## src/rtl/pipe_hazard_ctrl_if.sv

```systemverilog
// Hazard-control bus: ID/EXE/MEM hazard sources and the data-memory handshake in,
// per-register freeze/flush controls and the stall performance counter out.
interface pipe_hazard_ctrl_if #(
    parameter int CNT_W = 16
);
    logic [3:0]       id_src1;
    logic [3:0]       id_src2;
    logic             id_use_src1;
    logic             id_use_src2;
    logic [3:0]       exe_dst;
    logic             exe_wb_en;
    logic             exe_mem_r_en;
    logic [3:0]       mem_dst;
    logic             mem_wb_en;
    logic             branch_taken;
    logic             mem_req;
    logic             mem_ready;
    logic             cnt_clr;
    logic             pc_freeze;
    logic             ifid_freeze;
    logic             ifid_flush;
    logic             idexe_freeze;
    logic             idexe_flush;
    logic             exemem_freeze;
    logic             memwb_flush;
    logic             hazard;
    logic [CNT_W-1:0] stall_cnt;

    modport master (
        output id_src1, id_src2, id_use_src1, id_use_src2, exe_dst, exe_wb_en,
               exe_mem_r_en, mem_dst, mem_wb_en, branch_taken, mem_req, mem_ready, cnt_clr,
        input  pc_freeze, ifid_freeze, ifid_flush, idexe_freeze, idexe_flush,
               exemem_freeze, memwb_flush, hazard, stall_cnt
    );

    modport slave (
        input  id_src1, id_src2, id_use_src1, id_use_src2, exe_dst, exe_wb_en,
               exe_mem_r_en, mem_dst, mem_wb_en, branch_taken, mem_req, mem_ready, cnt_clr,
        output pc_freeze, ifid_freeze, ifid_flush, idexe_freeze, idexe_flush,
               exemem_freeze, memwb_flush, hazard, stall_cnt
    );
endinterface

```

## src/rtl/pipe_hazard_ctrl.sv

```systemverilog
// Pipeline sequencer for the 5-stage core: RAW / branch / data-memory-wait freeze and flush control.
// Define FORWARDING_EN when a forwarding unit exists, so only load-use hazards stall.
module pipe_hazard_ctrl #(
    parameter int CNT_W = 16
) (
    input  logic              clk,
    input  logic              rst,
    pipe_hazard_ctrl_if.slave bus
);
    typedef enum logic {RUN, MWAIT} state_t;

    state_t           state, state_nxt;
    logic [CNT_W-1:0] cnt_q;
    logic             m1_exe, m2_exe, m1_mem, m2_mem, raw, mem_stall;

    assign m1_exe = bus.id_use_src1 & (bus.id_src1 == bus.exe_dst);
    assign m2_exe = bus.id_use_src2 & (bus.id_src2 == bus.exe_dst);
    assign m1_mem = bus.id_use_src1 & (bus.id_src1 == bus.mem_dst);
    assign m2_mem = bus.id_use_src2 & (bus.id_src2 == bus.mem_dst);

`ifdef FORWARDING_EN
    // Everything but a load in EXE is forwarded; only load-use has to wait a cycle.
    assign raw = bus.exe_mem_r_en & bus.exe_wb_en & (m1_exe | m2_exe);
`else
    assign raw = (bus.exe_wb_en & (m1_exe | m2_exe)) | (bus.mem_wb_en & (m1_mem | m2_mem));
`endif

    assign mem_stall = (state == MWAIT) | (bus.mem_req & ~bus.mem_ready);

    always_comb begin
        state_nxt         = state;
        bus.pc_freeze     = 1'b0;
        bus.ifid_freeze   = 1'b0;
        bus.ifid_flush    = 1'b0;
        bus.idexe_freeze  = 1'b0;
        bus.idexe_flush   = 1'b0;
        bus.exemem_freeze = 1'b0;
        bus.memwb_flush   = 1'b0;
        bus.hazard        = 1'b0;

        case (state)
            RUN:     if (bus.mem_req && !bus.mem_ready) state_nxt = MWAIT;
            MWAIT:   if (bus.mem_ready) state_nxt = RUN;
            default: state_nxt = RUN;
        endcase

        // Memory wait masks branch and RAW: EXE is frozen and re-presents them afterwards.
        if (!rst) begin
            state_nxt = RUN;
        end else if (mem_stall) begin
            bus.pc_freeze     = 1'b1;
            bus.ifid_freeze   = 1'b1;
            bus.idexe_freeze  = 1'b1;
            bus.exemem_freeze = 1'b1;
            bus.memwb_flush   = 1'b1;
        end else if (bus.branch_taken) begin
            bus.ifid_flush  = 1'b1;
            bus.idexe_flush = 1'b1;
        end else if (raw) begin
            bus.pc_freeze   = 1'b1;
            bus.ifid_freeze = 1'b1;
            bus.idexe_flush = 1'b1;
            bus.hazard      = 1'b1;
        end
    end

    always_ff @(posedge clk) begin
        if (!rst) begin
            state <= RUN;
            cnt_q <= '0;
        end else begin
            state <= state_nxt;
            if (bus.cnt_clr)
                cnt_q <= '0;
            else if (bus.pc_freeze && cnt_q != '1)
                cnt_q <= cnt_q + 1'b1;
        end
    end

    assign bus.stall_cnt = cnt_q;
endmodule
```

## src/flat_wrapper.sv

```systemverilog
// flat-port wrapper written by rule: the top's interface ports become plain ports
module pipe_hazard_ctrl_flat 
#(
    parameter int CNT_W = 16
)
  (clk, rst, bus_id_src1, bus_id_src2, bus_id_use_src1, bus_id_use_src2, bus_exe_dst, bus_exe_wb_en, bus_exe_mem_r_en, bus_mem_dst, bus_mem_wb_en, bus_branch_taken, bus_mem_req, bus_mem_ready, bus_cnt_clr, bus_pc_freeze, bus_ifid_freeze, bus_ifid_flush, bus_idexe_freeze, bus_idexe_flush, bus_exemem_freeze, bus_memwb_flush, bus_hazard, bus_stall_cnt);
  pipe_hazard_ctrl_if #(.CNT_W(CNT_W)) bus_i ();
  input  logic clk;
  input  logic rst;
  input wire logic [$bits(bus_i.id_src1)-1:0] bus_id_src1;
  input wire logic [$bits(bus_i.id_src2)-1:0] bus_id_src2;
  input wire logic [$bits(bus_i.id_use_src1)-1:0] bus_id_use_src1;
  input wire logic [$bits(bus_i.id_use_src2)-1:0] bus_id_use_src2;
  input wire logic [$bits(bus_i.exe_dst)-1:0] bus_exe_dst;
  input wire logic [$bits(bus_i.exe_wb_en)-1:0] bus_exe_wb_en;
  input wire logic [$bits(bus_i.exe_mem_r_en)-1:0] bus_exe_mem_r_en;
  input wire logic [$bits(bus_i.mem_dst)-1:0] bus_mem_dst;
  input wire logic [$bits(bus_i.mem_wb_en)-1:0] bus_mem_wb_en;
  input wire logic [$bits(bus_i.branch_taken)-1:0] bus_branch_taken;
  input wire logic [$bits(bus_i.mem_req)-1:0] bus_mem_req;
  input wire logic [$bits(bus_i.mem_ready)-1:0] bus_mem_ready;
  input wire logic [$bits(bus_i.cnt_clr)-1:0] bus_cnt_clr;
  output wire logic [$bits(bus_i.pc_freeze)-1:0] bus_pc_freeze;
  output wire logic [$bits(bus_i.ifid_freeze)-1:0] bus_ifid_freeze;
  output wire logic [$bits(bus_i.ifid_flush)-1:0] bus_ifid_flush;
  output wire logic [$bits(bus_i.idexe_freeze)-1:0] bus_idexe_freeze;
  output wire logic [$bits(bus_i.idexe_flush)-1:0] bus_idexe_flush;
  output wire logic [$bits(bus_i.exemem_freeze)-1:0] bus_exemem_freeze;
  output wire logic [$bits(bus_i.memwb_flush)-1:0] bus_memwb_flush;
  output wire logic [$bits(bus_i.hazard)-1:0] bus_hazard;
  output wire logic [$bits(bus_i.stall_cnt)-1:0] bus_stall_cnt;
  assign bus_i.id_src1 = bus_id_src1;
  assign bus_i.id_src2 = bus_id_src2;
  assign bus_i.id_use_src1 = bus_id_use_src1;
  assign bus_i.id_use_src2 = bus_id_use_src2;
  assign bus_i.exe_dst = bus_exe_dst;
  assign bus_i.exe_wb_en = bus_exe_wb_en;
  assign bus_i.exe_mem_r_en = bus_exe_mem_r_en;
  assign bus_i.mem_dst = bus_mem_dst;
  assign bus_i.mem_wb_en = bus_mem_wb_en;
  assign bus_i.branch_taken = bus_branch_taken;
  assign bus_i.mem_req = bus_mem_req;
  assign bus_i.mem_ready = bus_mem_ready;
  assign bus_i.cnt_clr = bus_cnt_clr;
  assign bus_pc_freeze = bus_i.pc_freeze;
  assign bus_ifid_freeze = bus_i.ifid_freeze;
  assign bus_ifid_flush = bus_i.ifid_flush;
  assign bus_idexe_freeze = bus_i.idexe_freeze;
  assign bus_idexe_flush = bus_i.idexe_flush;
  assign bus_exemem_freeze = bus_i.exemem_freeze;
  assign bus_memwb_flush = bus_i.memwb_flush;
  assign bus_hazard = bus_i.hazard;
  assign bus_stall_cnt = bus_i.stall_cnt;
  pipe_hazard_ctrl #(.CNT_W(CNT_W)) u_core (.clk(clk), .rst(rst), .bus(bus_i));
endmodule
```

## config.mk

```make
export PLATFORM = sky130hd
export DESIGN_NAME = pipe_hazard_ctrl_flat
export DESIGN_NICKNAME = d
export VERILOG_FILES = /design/src/rtl/pipe_hazard_ctrl_if.sv /design/src/rtl/pipe_hazard_ctrl.sv /design/src/flat_wrapper.sv
export SDC_FILE = /design/constraint.sdc
export NUM_CORES = 1
export LEC_CHECK = 0
export BUFFER_PORTS_ARGS = -buffer_cell sky130_fd_sc_hd__buf_2
export CORE_UTILIZATION = 46
export CTS_CLUSTER_SIZE = 16
export DETAILED_ROUTE_END_ITERATION = 10
export PLACE_DENSITY = 0.88
export SLEW_MARGIN = 25
export SYNTH_ARGS = -nofsm -noshare
export SYNTH_HDL_FRONTEND = slang
export SYNTH_SLANG_ARGS = --single-unit
```

## constraint.sdc

```tcl
create_clock -name clk -period 4.1 [get_ports clk]
set_clock_uncertainty 0.2 [all_clocks]
set_input_delay 1.23 -clock clk [delete_from_list [all_inputs] [get_ports clk]]
set_output_delay 1.23 -clock clk [all_outputs]
set_load 0.02 [all_outputs]
```

# Word level (Yosys, flattened, before mapping)
# Index checks and enable logic that the tools add are counted.
# classes
add_sub_neg	1
eq_ne	5
muxes	17
bitwise_logic	14
n_reduce_logical	4
# op_table
op	n
adder 16 x 1 -> 16 bit (second input constant)	1
equality test 4 bit	4
2-to-1 mux 1 bit	16
!= test 16 bit (second input constant)	1
AND 1 bit	7
bitwise OR 1 bit	4
NOT 1 bit	3
logical AND 1 bit	2
one-hot mux 1 bit (2 select lines)	1
OR reduction 2 bit	1
zero test 1 bit	1
# totals
regBits	17
inputBits	27
word_cells	43

# Logic depth before layout (Yosys ltp)
# Gate-level depths: netlist of the first run.
# depth
depth_word	10
depth_mapped	8

# Worst setup path after synthesis of the first run
# Ideal clock, no wire load.
# synth_path
kind	in2out
start	input bus_id_src1[0]
end	output bus_pc_freeze
arrival_time_ns	2.441
required_time_ns	2.670
setup_slack_ns	0.229
stages	6
cell_sequence	xor2_1 > nor3_1 > nand4_1 > a41oi_4 > a21o_2 > buf_4
# synth_via
elab_chain_cells	9
elab_cells_between_ends	13
classes_between	2 x eq/ne; 4 x mux; 7 x bitwise
# synth_rtl
element	line	text
start, declared	flat_wrapper.sv:10	input wire logic [$bits(bus_i.id_src1)-1:0] bus_id_src1;
equality test 4 bit, on equally long branches	pipe_hazard_ctrl.sv:16, pipe_hazard_ctrl.sv:18	
AND 1 bit, on equally long branches	pipe_hazard_ctrl.sv:16, pipe_hazard_ctrl.sv:18	
bitwise OR 1 bit	pipe_hazard_ctrl.sv:25	assign raw = (bus.exe_wb_en & (m1_exe | m2_exe)) | (bus.mem_wb_en & (m1_mem | m2_mem));
AND 1 bit	pipe_hazard_ctrl.sv:25	
bitwise OR 1 bit (*)	pipe_hazard_ctrl.sv:25	
2-to-1 mux 1 bit (*) (4 in a row)	-	
end, declared	flat_wrapper.sv:23	output wire logic [$bits(bus_i.pc_freeze)-1:0] bus_pc_freeze;
# Every way passes the cells marked *; elsewhere a longest branch is shown, timed or not.

# Final worst setup path of the first run
# layout_path
start	input bus_id_src1[0]
end	output bus_hazard
# layout_via
elab_chain_cells	9
elab_cells_between_ends	13
classes_between	2 x eq/ne; 4 x mux; 7 x bitwise
# layout_rtl
element	line	text
equality test 4 bit, on equally long branches	pipe_hazard_ctrl.sv:16, pipe_hazard_ctrl.sv:18	
AND 1 bit, on equally long branches	pipe_hazard_ctrl.sv:16, pipe_hazard_ctrl.sv:18	
bitwise OR 1 bit	pipe_hazard_ctrl.sv:25	
AND 1 bit	pipe_hazard_ctrl.sv:25	
bitwise OR 1 bit (*)	pipe_hazard_ctrl.sv:25	
2-to-1 mux 1 bit (*)	pipe_hazard_ctrl.sv:59	end else if (raw) begin
2-to-1 mux 1 bit (*)	pipe_hazard_ctrl.sv:56	end else if (bus.branch_taken) begin
2-to-1 mux 1 bit (*)	pipe_hazard_ctrl.sv:50	end else if (mem_stall) begin
2-to-1 mux 1 bit (*)	pipe_hazard_ctrl.sv:48	if (!rst) begin
end, declared	flat_wrapper.sv:30	output wire logic [$bits(bus_i.hazard)-1:0] bus_hazard;
# Marked as above.

==> run summary, run 1 <==
• **slowest cell delay on critical path** 290 ps
• **Post-Route WL** 2630 microns
• **CTS tree** built
• **result of the run** completed
• **Critical Path Start Type** primary input
• **top-level I/O count** 51
• **final hold violations** 0
• **CTS clk-pin slew, worst paths** 110 ps
• **number of nets still failing antenna checks after routing** 0
• **height of the die** 50.90 microns
• **buffers from clock root to sink, at most** 2
• **residual DRC count** 0
• **number of max-cap violations** 0
• **period utilisation layout** 97.71%
• **Max rail drop VDD** 207.8 uV
• **crit-path leading delay family** simple AND/OR/NAND/NOR gates
• **Sinks on Clock Net** 17
• **placer's final routability congestion estimate** 0.7161
• **Avg WL per Cell** 12.83 microns
• **sum of negative setup slack** 0 ps
• **Buf/Inv on CP** 2
• **vias per inst** 5.688
• **floorplan die width** 50.90 microns
• **number of synthesized register bits** 17
• **Core ar.** 2233 sq um
• **CTS hold repair buffers** 0
• **critical setup path kind** in2out
• **worst min path class** reg2reg
• **Worst R2R Setup Slack** 1810 ps
• **post-detailed-placement half-perimeter wirelength** 2043 microns
• **count of standard-cell rows** 17
• **Worst Setup SP** bus_id_src1[0]
• **total routing resource utilization after global routing** 21.59%
• **Layout Cell Area excl Fill** 1366 sq um
• **signal arrival time at the worst endpoint** 2580 ps
• **via count of the first global-routing pass** 1,032
• **initial core utilization** 49.24%
• **ratio of total power to cell area** 234.0 nW/um^2
• **worst rel slew slack** 58.45%
• **Worst Setup Slack, final** 93.97 ps
• **maximum number of pins on one net before global-route repair** 17
• **mean area per synthesized cell** 8.460 sq um
• **Post-Place Cell Area** 1339 sq um
• **CTS HTree Levels** 1
• **nets** 206
• **standby leakage power** 0.6091 nW
• **antenna diode count** 0
• **CTS Buf Count** 3
• **crit path max fanout** 3
• **first-pass GRT wire length** 4333 microns
• **required time of the critical path** 2670 ps
• **critical-path cell list** buf_2 > xor2_1 > nor3_1 > nand4_1 > a41oi_4 > and3_2 > buf_2
• **sequential area share after synthesis** 30.94%
• **synthesis-to-finish area growth** 24.23%
• **unique cell type count in the Yosys netlist** 31
• **crit end category** output port
• **count of fill cells added during filler insertion** 200
• **post-CTS setup buffer count** 0
• **number of failing setup endpoints in the final timing report** 0
• **startpoint of the most critical register-to-register path** u_core.bus.stall_cnt[9]
• **highest clock frequency the design can meet** 249.6 MHz
• **instance count of the mapped netlist** 130
• **clk root buf** clkbuf_4
• **netlist area before placement** 1100 sq um
• **input/output buffers** 49
• **total number of yosys warnings** 0
• **start point of the worst hold path** u_core.bus.stall_cnt[15]
• **measured slew at the worst slew-check pin** 623.2 ps
• **post-CTS resize count** 0
• **number of antenna violations at the first check in global routing** 0
• **TritonRoute pass-1 iters** 4
• **slowest library cell on the worst path** a41oi_4
• **total gr overflow** 0
• **library cell appearing most often on the critical path** buf_2
• **proportion of layout cells with a drive suffix above 1** 33.90%
• **max-slew violations** 0
• **Tmin final** 4006 ps
• **Synthesized Nets** 158
• **pre-CTS worst setup slack** 124.8 ps
• **clock insertion delay at the later pin of the skew report** 290 ps
• **unrepaired setup endpoints after global routing** no
• **Iter 0 DRT Violations** 16
• **number of vias in the routed layout** 1,166
• **total die area** 2590 sq um
per-stage QoR:
step                      power (mW)  util, %  cells  hold WS, ps
final                         0.3198    61.18    205        310.2
after global routing          0.3332    61.18    205        328.5
after CTS                     0.3212    61.18    205        305.8
after detailed placement      0.2319    59.94    201        291.5
after global placement        0.2295    59.94    201        275.8
after floorplan               0.2090        -    130        277.0
final timing paths:
path | endpoint | cells past startpoint
setup reg to reg | u_core.bus.stall_cnt[15] | 7
setup / recovery | bus_hazard | 7
hold reg to reg | u_core.bus.stall_cnt[15] | 2
hold / removal | u_core.bus.stall_cnt[15] | 2
tightest hold or removal path, cell delays in order, from the launching register on:
cell and delay (ps):
dfxtp_1 350, o31ai_1 70, a21oi_1 50
cell type report:
| class | count | area (sq um) | area share (%) |
|---|---|---|---|
| multi-input combinational | 103 | 699.4 | 51.19 |
| sequential | 17 | 340.3 | 24.91 |
| timing repair buffer | 50 | 252.7 | 18.50 |
| tap | 28 | 35.03 | 2.564 |
| clock buffer | 3 | 22.52 | 1.648 |
| inverter | 3 | 11.26 | 0.8242 |
| clock inverter | 1 | 5.005 | 0.3663 |
layer usage:
metal | part of all wire (%) | wire (microns) | track usage, % | up-vias
met5 | 0 | 0 | 0 | -
met4 | 0.46 | 12 | 6.481 | 0
met3 | 7.3 | 192 | 4.167 | 2
met2 | 50 | 1305 | 40.89 | 48
met1 | 43 | 1120 | 24.04 | 539
li1 | - | - | - | 577
state kept, by name, indices dropped and copies added (netlist names):
signal and count:
u_core.bus.stall_cnt 16, u_core.state 1
power breakdown:
part | switching [mW] | internal [mW] | total (mW)
clock | 0.0551 | 0.0362 | 0.0913
combinational | 0.0354 | 0.0262 | 0.0616
sequential | 0.000900 | 0.166 | 0.167
cell usage after synthesis:
| cell | count | area [sq um] |
|---|---|---|
| dfxtp_1 | 17 | 340.3 |
| xor2_1 | 15 | 131.4 |
| a21oi_1 | 12 | 60.06 |
| o21ai_0 | 11 | 55.05 |
| or3_1 | 10 | 62.56 |
| nand3_1 | 7 | 35.03 |
| nand4_1 | 7 | 43.79 |
| nor3_1 | 6 | 30.03 |
| and3_1 | 4 | 25.02 |
| buf_4 | 4 | 30.03 |
| nand2_1 | 4 | 15.01 |
| nor2_1 | 4 | 15.01 |
| xnor2_1 | 4 | 35.03 |
| inv_1 | 3 | 11.26 |
| a21o_2 | 2 | 17.52 |
| and4_1 | 2 | 17.52 |
| o2111ai_1 | 2 | 17.52 |
| o211a_1 | 2 | 20.02 |
| o211ai_2 | 2 | 25.02 |
| a221oi_1 | 1 | 8.760 |
| a41oi_4 | 1 | 27.53 |
| and2_1 | 1 | 6.260 |
| and3_2 | 1 | 7.510 |
| buf_1 | 1 | 3.750 |
| buf_6 | 1 | 11.26 |
| clkbuf_1 | 1 | 3.750 |
| ha_1 | 1 | 12.51 |
| mux2i_1 | 1 | 10.01 |
| nand2b_1 | 1 | 6.260 |
| o31ai_1 | 1 | 7.510 |
| or4_1 | 1 | 7.510 |
kinds of logic (layout without fill, tap and decap cells):
group | after synthesis | in the layout | share of synthesized area [%]
mux | 1 | 1 | 0.9102
xor+xnor | 19 | 19 | 15.13
simple gates | 48 | 48 | 24.69
compound gates | 34 | 34 | 21.73
flops | 17 | 17 | 30.94
fa+ha+maj | 1 | 1 | 1.137
buf+inv | 10 | 57 | 5.460
placed cells by master, fill, tap and decap left out:
cell type,synthesis,routed
a21o_2,2,2
a21oi_1,12,12
a221oi_1,1,1
a41oi_4,1,1
and2_1,1,1
and3_1,4,4
and3_2,1,1
and4_1,2,2
buf_2,0,49
buf_4,4,1
clkbuf_4,0,3
clkinv_2,0,1
dfxtp_1,17,17
ha_1,1,1
inv_1,3,3
mux2i_1,1,1
nand2_1,4,4
nand2b_1,1,1
nand3_1,7,7
nand4_1,7,7
nor2_1,4,4
nor3_1,6,6
o2111ai_1,2,2
o211a_1,2,2
o211ai_2,2,2
o21ai_0,11,11
o31ai_1,1,1
or3_1,10,10
or4_1,1,1
xnor2_1,4,4
xor2_1,15,15
Note: power is estimated with default switching activity, not from simulation.
==> inputs of run 2 (changes only) <==
- CORE_UTILIZATION: 46 -> 45
- PLACE_DENSITY: 0.88 -> 0.87
- clock period: 4.1 -> 4.8 ns (I/O delays scaled with it)
==> run 2 against run 1 <==
  * First-iteration DRC count is 25% lower
  * Power fell by 15%
  * Clock-buffer cell count is the same
  * Worst hold slack got worse by 0.76 ps
==> run summary, run 2 (synthesis results as in run 1) <==
• **clk root buf** clkbuf_4
• **TritonRoute pass-1 iters** 4
• **floorplan die width** 51.44 microns
• **input/output buffers** 49
• **sum of negative setup slack** 0 ps
• **clock insertion delay at the later pin of the skew report** 300 ps
• **Core ar.** 2255 sq um
• **ratio of total power to cell area** 199.5 nW/um^2
• **standby leakage power** 0.6037 nW
• **critical setup path kind** in2out
• **post-layout total power** 0.2710 mW
• **area taken by multi-input logic gates** 699.4 sq um
• **startpoint of the most critical register-to-register path** u_core.bus.stall_cnt[10]
• **initial core utilization** 48.78%
• **first-pass GRT wire length** 4284 microns
• **commonest cells after routing, fill and taps aside** buf_2, dfxtp_1, xor2_1
• **Sinks on Clock Net** 17
• **total gr overflow** 0
• **signal arrival time at the worst endpoint** 2870 ps
• **placer's final routability congestion estimate** 0.7347
• **destination of the worst register-to-register timing path** u_core.bus.stall_cnt[15]
• **synthesis-to-finish area growth** 23.55%
• **unrepaired setup endpoints after global routing** no
• **number of antenna violations at the first check in global routing** 0
• **highest clock frequency the design can meet** 222.0 MHz
• **depth of the worst register-to-register path** 7
• **post-CTS setup buffer count** 0
• **result of the run** completed
• **count of standard-cell rows** 17
• **pre-CTS worst setup slack** 287.5 ps
• **Max rail drop VDD** 182.3 uV
• **nets** 205
• **worst min path class** reg2reg
• **Post-Route Hold Slack** 309.4 ps
• **crit end category** output port
• **Worst Setup Slack, final** 294.6 ps
• **antenna diode count** 0
• **post-detailed-placement half-perimeter wirelength** 2052 microns
• **most common library cell in the layout ignoring fill and taps** buf_2
• **total routing resource utilization after global routing** 21.51%
• **final hold violations** 0
• **Iter 0 DRT Violations** 12
• **total die area** 2646 sq um
• **start point of the worst hold path** u_core.bus.stall_cnt[15]
• **required time of the critical path** 3160 ps
• **period utilisation layout** 93.86%
• **residual DRC count** 0
• **Sequential cell area** 340.3 sq um
• **number of max-cap violations** 0
• **Placed Instances** 200
• **top-level I/O count** 51
• **crit path max fanout** 7
• **post-CTS resize count** 0
• **worst rel slew slack** 59.43%
• **via count of the first global-routing pass** 1,048
• **CTS Buf Count** 3
• **worst hold path endpoint** u_core.bus.stall_cnt[15]
• **Tmin final** 4505 ps
• **number of vias in the routed layout** 1,153
• **maximum number of pins on one net before global-route repair** 17
• **CTS hold repair buffers** 0
• **measured slew at the worst slew-check pin** 608.5 ps
• **proportion of layout cells with a drive suffix above 1** 33.52%
• **number of nets still failing antenna checks after routing** 0
• **vias per inst** 5.652
• **CTS HTree Levels** 1
• **max-slew violations** 0
• **number of non-filler instances in the completed layout** 204
• **Critical Path Start Type** primary input
• **Avg WL per Cell** 13.36 microns
• **number of flip-flops in the largest register** 16
• **CTS tree** built
• **number of failing setup endpoints in the final timing report** 0
• **Worst R2R Setup Slack** 2560 ps
• **hold path cells** 2
• **CTS clk-pin slew, worst paths** 100 ps
• **buffers from clock root to sink, at most** 2
• **height of the die** 51.44 microns
• **count of fill cells added during filler insertion** 213
• **Post-Route WL** 2725 microns
[run 2: layer usage]
layer / track usage, % / up-vias / part of all wire [%]
li1: - / 575 / -
met1: 24.64 / 527 / 43
met2: 39.18 / 46 / 48
met3: 3.571 / 5 / 7.0
met4: 8.108 / 0 / 1.3
met5: 0 / - / 0
[run 2: worst max-delay path, cell delays in order]
cell	delay, ps
buf_2	120
xor2_1	150
nor3_1	180
nand4_1	210
a41oi_4	380
and3_2	220
buf_2	150
[run 2: stage by stage]
stage / util [%] / area, sq um
2_1_floorplan: - / 1100
3_3_place_gp: 59.05 / 1331
3_5_place_dp: 59.05 / 1331
4_1_cts: 60.27 / 1359
5_1_grt: 60.27 / 1359
6_report: 60.27 / 1359
[run 2: layout make-up]
type | instances | area share (%)
multi-input cells | 103 | 51.47
clock buffers | 3 | 1.657
inverters | 3 | 0.8287
flip-flops and latches | 17 | 25.05
repair buffers | 49 | 18.05
well taps | 28 | 2.578
clock inverters | 1 | 0.3683
[run 2: where the power goes]
group,internal [mW],switching (mW)
combinational,0.0221,0.0300
clock,0.0311,0.0454
sequential,0.142,0.000844
total,0.195,0.0762
[run 2: worst max path at each step]
stage	from	to	slack (ps)	depth (start not counted)
after detailed placement	bus_id_src2[0]	bus_hazard	290	7
final	bus_id_src1[0]	bus_hazard	290	7
after CTS	bus_id_src2[0]	bus_hazard	290	7
after global placement	bus_id_src2[0]	bus_hazard	330	7
after floorplan	bus_id_src1[0]	bus_pc_freeze	510	6
after global routing	bus_id_src2[0]	bus_hazard	190	7
==> inputs of run 3 (changes only) <==
- PLACE_DENSITY: 0.87 -> 0.88
==> run 3 against run 2 <==
  * Sequential cell count unchanged
  * Wire length down 2.8%
  * Power up 0.15%
  * Worst hold slack worse by 11 ps
  * Via count up 1.5%
  * Critical path depth unchanged
  * Critical path type unchanged
==> run summary, run 3 (synthesis results as in run 1) <==
• **post-CTS setup buffer count** 0
• **sum of negative setup slack** 0 ps
• **unrepaired setup endpoints after global routing** no
• **CTS tree** built
• **met2 track demand over resource in global routing** 38.96%
• **Critical Path Start Type** primary input
• **total die area** 2646 sq um
• **number of nets still failing antenna checks after routing** 0
• **nets** 205
• **Avg WL per Cell** 12.99 microns
• **critical setup path kind** in2out
• **Buf/Inv on CP** 2
• **post-CTS resize count** 0
• **CTS Buf Count** 3
• **total gr overflow** 0
• **Sinks on Clock Net** 17
• **proportion of layout cells with a drive suffix above 1** 32.95%
• **Max rail drop VDD** 169.9 uV
• **measured slew at the worst slew-check pin** 618.1 ps
• **residual DRC count** 0
• **placer's final routability congestion estimate** 0.7301
• **standby leakage power** 0.6010 nW
• **highest clock frequency the design can meet** 223.1 MHz
• **worst rel slew slack** 58.79%
• **vias per inst** 5.735
• **crit-path leading delay family** simple AND/OR/NAND/NOR gates
• **worst min path class** reg2reg
• **max-slew violations** 0
• **Worst Setup Slack, final** 317.7 ps
• **global routing's busiest layer** met2
• **library cell appearing most often on the critical path** buf_2
• **count of standard-cell rows** 17
• **result of the run** completed
• **number of flip-flops in the largest register** 16
• **CTS HTree Levels** 1
• **first-pass GRT wire length** 4140 microns
• **Iter 0 DRT Violations** 10
• **commonest cells after routing, fill and taps aside** buf_2, dfxtp_1, xor2_1
• **number of failing setup endpoints in the final timing report** 0
• **pre-CTS worst setup slack** 329.0 ps
• **global routing met3 resource utilization** 3.571%
• **met1 Usage GRT** 22.80%
• **maximum number of pins on one net before global-route repair** 17
• **Post-Route WL** 2649 microns
• **top-level I/O count** 51
• **crit path max fanout** 7
• **slowest cell delay on critical path** 360 ps
• **critical-path cell list** buf_2 > xor2_1 > nor3_1 > nand4_1 > a41oi_4 > and3_2 > buf_2
• **post-detailed-placement half-perimeter wirelength** 2017 microns
• **number of antenna violations at the first check in global routing** 0
• **crit end category** output port
• **signal arrival time at the worst endpoint** 2840 ps
• **slowest library cell on the worst path** a41oi_4
• **clock insertion delay at the later pin of the skew report** 290 ps
• **number of vias in the routed layout** 1,170
• **Core ar.** 2255 sq um
• **Tmin final** 4482 ps
• **via count of the first global-routing pass** 1,035
• **ratio of total power to cell area** 200.0 nW/um^2
• **clk root buf** clkbuf_4
• **total routing resource utilization after global routing** 20.44%
• **height of the die** 51.44 microns
• **TritonRoute pass-1 iters** 4
• **antenna diode count** 0
• **required time of the critical path** 3160 ps
• **CTS hold repair buffers** 0
• **number of max-cap violations** 0
• **period utilisation layout** 93.38%
• **buffers from clock root to sink, at most** 2
• **most common library cell in the layout ignoring fill and taps** buf_2
• **initial core utilization** 48.78%
• **floorplan die width** 51.44 microns
• **final hold violations** 0
• **CTS clk-pin slew, worst paths** 90 ps
• **input/output buffers** 49
• **synthesis-to-finish area growth** 23.44%
-- run 3: layout make-up --
class,count,area [sq um]
Clock buffer,4,26.28
Multi-Input combinational cell,103,699.4
Sequential cell,17,340.3
Tap cell,28,35.03
Timing Repair Buffer,49,245.2
Inverter,3,11.26
Fill cell,206,897.1
-- run 3: worst paths after layout --
| path | start | to | slack (ps) | depth (start not counted) |
|---|---|---|---|---|
| hold / removal | u_core.bus.stall_cnt[10] | u_core.bus.stall_cnt[10] | 300 | 2 |
| hold reg to reg | u_core.bus.stall_cnt[10] | u_core.bus.stall_cnt[10] | 300 | 2 |
| setup reg to reg | u_core.bus.stall_cnt[8] | u_core.bus.stall_cnt[15] | 2600 | 7 |
| setup / recovery | bus_id_src1[0] | bus_hazard | 320 | 7 |
-- run 3: power by group --
group / internal, mW / switching, mW / total [mW]
logic: 0.0220 / 0.0307 / 0.0528
clock network: 0.0323 / 0.0439 / 0.0762
registers: 0.142 / 0.000813 / 0.143
-- run 3: worst register-to-register path, cell delays in order, from the launching register on --
cell and delay [ps]:
dfxtp_1 350, and4_1 220, nand3_1 170, nor3_1 90, nor3_1 290, o211ai_2 230
or4_1 430, a21oi_1 140
-- run 3: metal layers --
layer	share of wire [%]	up-vias
li1	-	578
met1	43	540
met2	49	48
met3	7.8	4
met4	0.87	0
met5	0	-
-- run 3: stage by stage --
| stage | utilization, % | hold slack [ps] | cell area [sq um] | total power [mW] | cells |
|---|---|---|---|---|---|
| floorplan | - | 277.0 | 1100 | 0.1786 | 130 |
| global placement | 59.05 | 277.4 | 1331 | 0.1956 | 200 |
| detailed placement | 59.05 | 288.5 | 1331 | 0.1981 | 200 |
| CTS | 60.21 | 302.7 | 1358 | 0.2723 | 204 |
| global route | 60.21 | 334.3 | 1358 | 0.2824 | 204 |
| finish | 60.21 | 298.4 | 1358 | 0.2715 | 204 |
